==> src/rtl/pri_sched_pkg.sv <==
// Shared types and helpers for the priority-aware iSLIP crossbar scheduler.
package pri_sched_pkg;

   typedef enum logic [2:0] {
      IDLE,
      LOAD,
      GRANT,
      ACCEPT,
      DONE
   } state_t;

   // Bits needed to encode `levels` distinct values, never less than one.
   function automatic int pw_of(input int levels);
      return (levels > 1) ? $clog2(levels) : 1;
   endfunction

   localparam int PRI_LEVELS = 64;
   localparam int PRI_W      = pw_of(PRI_LEVELS);

   typedef logic [PRI_W-1:0] pri_t;

endpackage

==> src/rtl/rr_pri_arbiter.sv <==
// Combinational arbiter: highest nonzero priority among eligible requesters,
// ties resolved by the first index at or after ptr (wrapping mod N).
module rr_pri_arbiter
   import pri_sched_pkg::*;
#(
   parameter  int N  = 4,
   parameter  int PW = 6,
   localparam int IW = pw_of(N)
) (
   input  logic [PW-1:0] pri [N],
   input  logic [N-1:0]  eligible,
   input  logic [IW-1:0] ptr,
   output logic [N-1:0]  grant
);

   logic [PW-1:0] best_pri;
   logic [IW-1:0] best_idx;
   logic [IW-1:0] idx;
   logic          found;

   always_comb begin
      // NOTE: every output and temporary gets a default first, so no path holds an old value (no latch).
      grant    = '0;
      best_pri = '0;
      best_idx = '0;
      idx      = '0;
      found    = 1'b0;
      for (int k = 0; k < N; k++) begin
         idx = (int'(ptr) + k >= N) ? IW'(int'(ptr) + k - N) : IW'(int'(ptr) + k);
         // Strict '>' keeps the earliest index in rotation order on a tie.
         if (eligible[idx] && (pri[idx] > best_pri)) begin
            best_pri = pri[idx];
            best_idx = idx;
            found    = 1'b1;
         end
      end
      if (found) grant[best_idx] = 1'b1;
   end

endmodule

==> src/rtl/pri_slip_scheduler.sv <==
// Priority-aware iSLIP crossbar scheduler. Define PRI_SCHED_MULTI_ITER_EN for
// ITER grant/accept iterations per round; otherwise a single pass is used.
module pri_slip_scheduler
   import pri_sched_pkg::*;
#(
   parameter  int N    = 4,
   parameter  int P    = 64,
   parameter  int ITER = $clog2(N),
   localparam int PW   = pw_of(P)
) (
   input  logic                  clk,
   input  logic                  reset,
   input  logic                  start,
   input  logic [PW-1:0]         pri_req_in [N][N],
   output logic [N-1:0][N-1:0]   decision,
   output logic                  decision_ready
);

   localparam int IW = pw_of(N);
`ifdef PRI_SCHED_MULTI_ITER_EN
   localparam int ITER_EFF = ITER;
`else
   localparam int ITER_EFF = 1;
`endif
   localparam int TW = pw_of(ITER_EFF);

   if (N < 2 || ITER < 1) begin : g_cfg_check
      $error("pri_slip_scheduler: needs N >= 2 and ITER >= 1");
   end

   state_t               state;
   logic [TW-1:0]        iter;
   logic [N-1:0][N-1:0]  match;      // match[i][j]: input i paired with output j
   logic [N-1:0][N-1:0]  grant;      // grant[j][i]: output j granted input i
   logic [N-1:0][N-1:0]  gnt_comb;
   logic [N-1:0][N-1:0]  acc;        // acc[i][j]: input i accepted output j
   logic [N-1:0]         in_matched;
   logic [N-1:0]         out_matched;
   logic [N-1:0]         grant_elig  [N];
   logic [N-1:0]         accept_elig [N];
   logic [PW-1:0]        snap    [N][N];
   logic [PW-1:0]        col_pri [N][N];
   logic [IW-1:0]        grant_ptr  [N];
   logic [IW-1:0]        accept_ptr [N];
   logic                 last_iter;

   function automatic logic [IW-1:0] wrap_inc(input int k);
      return IW'((k + 1) % N);
   endfunction

   always_comb begin
      in_matched  = '0;
      out_matched = '0;
      for (int i = 0; i < N; i++) begin
         in_matched[i] = |match[i];
         for (int j = 0; j < N; j++) begin
            out_matched[j] = out_matched[j] | match[i][j];
            col_pri[j][i]  = snap[i][j];
            accept_elig[i][j] = grant[j][i];
         end
      end
      for (int j = 0; j < N; j++) begin
         grant_elig[j] = out_matched[j] ? '0 : ~in_matched;
      end
      last_iter = (int'(iter) == ITER_EFF - 1);
   end

   for (genvar g = 0; g < N; g++) begin : g_arb
      rr_pri_arbiter #(.N(N), .PW(PW)) u_grant (
         .pri      (col_pri[g]),
         .eligible (grant_elig[g]),
         .ptr      (grant_ptr[g]),
         .grant    (gnt_comb[g])
      );
      rr_pri_arbiter #(.N(N), .PW(PW)) u_accept (
         .pri      (snap[g]),
         .eligible (accept_elig[g]),
         .ptr      (accept_ptr[g]),
         .grant    (acc[g])
      );
   end

   // NOTE: the request snapshot is a plain storage array with no reset; LOAD always writes it before use.
   always_ff @(posedge clk) begin
      if (state == LOAD) snap <= pri_req_in;
   end

   // NOTE: sequential state uses <= so every register in this block sees pre-edge values.
   always_ff @(posedge clk or negedge reset) begin
      if (!reset) begin
         state          <= IDLE;
         iter           <= '0;
         match          <= '0;
         grant          <= '0;
         decision       <= '0;
         decision_ready <= 1'b0;
         for (int i = 0; i < N; i++) begin
            grant_ptr[i]  <= '0;
            accept_ptr[i] <= '0;
         end
      end else begin
         decision_ready <= 1'b0;
         case (state)
            IDLE: if (start) state <= LOAD;
            LOAD: begin
               match <= '0;
               iter  <= '0;
               state <= GRANT;
            end
            GRANT: begin
               grant <= gnt_comb;
               state <= ACCEPT;
            end
            ACCEPT: begin
               match <= match | acc;
               // Only first-iteration accepts advance pointers, which keeps them desynchronised.
               if (iter == '0) begin
                  for (int i = 0; i < N; i++) begin
                     for (int j = 0; j < N; j++) begin
                        if (acc[i][j]) begin
                           accept_ptr[i] <= wrap_inc(j);
                           grant_ptr[j]  <= wrap_inc(i);
                        end
                     end
                  end
               end
               if (last_iter) begin
                  decision       <= match | acc;
                  decision_ready <= 1'b1;
                  state          <= DONE;
               end else begin
                  iter  <= iter + 1'b1;
                  state <= GRANT;
               end
            end
            DONE:    state <= start ? LOAD : IDLE;
            default: state <= IDLE;
         endcase
      end
   end

endmodule

==> config.mk <==
export PLATFORM = sky130hd
export DESIGN_NAME = pri_slip_scheduler
export DESIGN_NICKNAME = d
export VERILOG_FILES = /design/src/rtl/pri_sched_pkg.sv /design/src/rtl/rr_pri_arbiter.sv /design/src/rtl/pri_slip_scheduler.sv
export SDC_FILE = /design/constraint.sdc
export NUM_CORES = 1
export LEC_CHECK = 0
export ABC_CLOCK_PERIOD_IN_PS = 15350
export BUFFER_PORTS_ARGS = -buffer_cell sky130_fd_sc_hd__buf_2
export CAP_MARGIN = 25
export CORE_UTILIZATION = 69
export CTS_BUF_LIST = sky130_fd_sc_hd__clkbuf_8
export CTS_CLUSTER_DIAMETER = 120
export DETAILED_ROUTE_END_ITERATION = 12
export PLACE_DENSITY = 0.95
export SLEW_MARGIN = 10
export SYNTH_ARGS = -nofsm -noshare
export SYNTH_HDL_FRONTEND = slang
export SYNTH_HIERARCHICAL = 1
export SYNTH_SLANG_ARGS = --single-unit
export TNS_END_PERCENT = 30
==> constraint.sdc <==
create_clock -name clk -period 15.35 [get_ports clk]
set_clock_uncertainty 0.1 [all_clocks]
set_input_delay 1.535 -clock clk [delete_from_list [all_inputs] [get_ports clk]]
set_output_delay 1.535 -clock clk [all_outputs]
set_load 0.01 [all_outputs]
==> out/qor.yml <==
wl_um: 54800
ff2ff_path_depth: 26
gr-total-overflow: 0
drt_first_pass_iters: 7
synth_seq_area_share_pct: 25.1
outcome: "finished, final reports clean"
num-fill-cells: 1899
worstSetupEndpointType: "flip-flop"
synth_xor_area_share_pct: 0.0479
layout-drive-gt1-share_pct: 19.2
yosys-mux-area-fraction_pct: 29.2
cts_buffers: 17
clk_pin_slew_ns: 0.12
crit_arrival_ns: 8.42
die_h_um: 165
synthFlopType: "edfxtp_1"
dp_hpwl_um: 41700
syn_inst: 1854
crit_path_top_delay_cell: "a2111oi_0"
critPathMaxFanout: 12
synth_compound_area_share_pct: 16.8
fin_nets: 2159
final_common_cell: "mux2i_1"
fin_area_mm2: 0.0189
cp_slowest_stage_delay_ns: 0.69
hold_buffers: 0
layout_common_cells: "285 x mux2i_1, 196 x nand2_1, 146 x a21oi_1"
die-area_mm2: 0.0271
grt_first_pass_wirelength_um: 84000
drc: 0
wl_per_cell_um: 24.2
first_iter_violations: 1823
ys_ff_latch: 164
antenna_found_initial: 1
grt_util_all_layers_pct: 40.8
synth_edf_count: 96
r2r_setup_slack_ns: 7.26
cp.required_ns: 15.68
layout_min_cycle_time_ns: 8.09
clock_latency_ns: 0.50
syn_area_per_cell_um2: 9.85
path_class: "flip-flop to flip-flop"
slew_headroom_pct: 31.6
hold_depth: 2
seqCellArea_mm2: 0.00459
start_kind: "flip-flop"
async_reset_ff_share_pct: 41.5
r2r-end: "accept_elig[11]"
whs_endpoint: "decision[1]"
grt_start_max_net_pins: 69
fin_crit_sh_pct: 52.7
io_buffer_count: 115
ys_types: 64
post_cts_buffers: 0
ios: 116
synth_simple_gate_area_share_pct: 11.7
hold_path.class: "flip-flop to flip-flop"
vias: 16200
clock_sinks: 164
timing.fmax_mhz: 124
start_util_pct: 70.3
grt_pass1_vias: 15700
area_growth_pct: 3.58
dpl_cell_area_mm2: 0.0185
synth_fp_nets: 2097
setup_viol: 0
worst_slew_pin_slew_ns: 1.03
place_congestion: 1.05
multiInputGateArea_mm2: 0.0123
fin_setup_tns_ns: 0
hp-start: "decision[1]"
cts_resized: 0
die_x_um: 165
hold_viol_final: 0
synthAdderAreaFrac_pct: 9.86
cap_violations: 0
via_per_inst: 7.14
cts_root_buf: "clkbuf_8"
yosys_warnings: 6
maxSlewViolCount: 0
r2r_start: "match[11]"
synth_top_family_by_area: "multiplexers"
fp.coreArea_mm2: 0.0260
synth_area_mm2: 0.0183
clockBufferDepth: 2
htree_num_levels: 4
cts_tree: "built"
ant_nets: 0
rsz0062_at_grt: "no"
row_count: 59
layout make-up:
cell class	instances	share of cell area [%]
Clock inverter	15	0.880
Inverter	107	2.12
Antenna cell	1	0.0132
Tap cell	335	2.22
Timing Repair Buffer	142	4.11
Multi-Input combinational cell	1484	65.2
Sequential cell	164	24.2
Clock buffer	17	1.24
through the flow:
step	utilization [%]	setup slack, ns	instances	hold slack, ns
floorplan	-	9.03	1854	0.383
global placement	71.2	7.40	2229	0.348
detailed placement	71.2	7.42	2231	0.352
CTS	72.8	7.38	2263	0.374
global route	72.8	6.70	2265	0.418
finish	72.8	7.26	2265	0.373
sequential cells by signal, summed over array words and instances, names as in the netlist:
register and cells:
accept_elig 16, state 3, match 16, decision 16, decision_ready 1, col_pri 96, grant_ptr 8, accept_ptr 8
synthesized netlist by cell type (10+ instances only):
cell	number	area [um2]
a211oi_1	24	180
a21o_1	57	428
a21oi_1	146	731
a31oi_1	17	106
and3b_1	15	131
buf_2	10	50.1
buf_4	26	195
buf_6	29	327
clkbuf_1	10	37.5
clkbuf_8	15	206
dfrtp_1	68	1700
edfxtp_1	96	2880
ha_1	144	1800
inv_1	106	398
mux2_2	79	890
mux2_4	10	150
mux2i_1	285	2850
mux4_1	17	447
mux4_2	44	991
nand2_1	196	736
nand3_1	31	155
nand4_1	12	75.1
nor2_1	65	244
nor2b_1	16	100
nor3_1	12	60.1
o21a_1	16	120
o21ai_0	116	581
o21ai_1	18	90.1
or4_1	16	120
worst max-delay path, delay by kind of cell, from the launching register on:
kind / cells / cell delay, ns
compound gates: 8 / 2.50
fa+ha+maj: 3 / 0.82
buf+inv: 2 / 0.30
flops: 1 / 0.44
simple gates: 9 / 2.63
mux: 4 / 1.24
worst max-delay path by stage:
stage	end	cells past startpoint	start	slack, ns
after floorplan	accept_elig[1]	27	match[8]	9.03
after global placement	accept_elig[1]	25	match[2]	7.40
after detailed placement	accept_ptr[1]	25	accept_ptr[1]	7.42
after CTS	accept_ptr[1]	25	accept_ptr[1]	7.38
after global routing	accept_elig[1]	26	match[11]	6.70
final	accept_elig[11]	26	match[11]	7.26
cell families after synthesis:
group,Yosys count
adder cells (fa/ha/maj),144
multiplexers,435
AO/OA/AOI/OAI,479
buffers and inverters,206
XOR/XNOR,1
flip-flops,164
AND/OR/NAND/NOR,425
routing by layer:
layer,up-vias,wire (um),GRT usage [%]
li1,7173,-,-
met1,7736,20700,49.7
met2,996,24800,64.8
met3,258,5480,9.59
met4,0,3780,26.2
met5,-,0,0.758
Power is left out: the tool's default activity adds up to more than one toggle a clock period on the data nets, which glitch-free logic cannot reach.
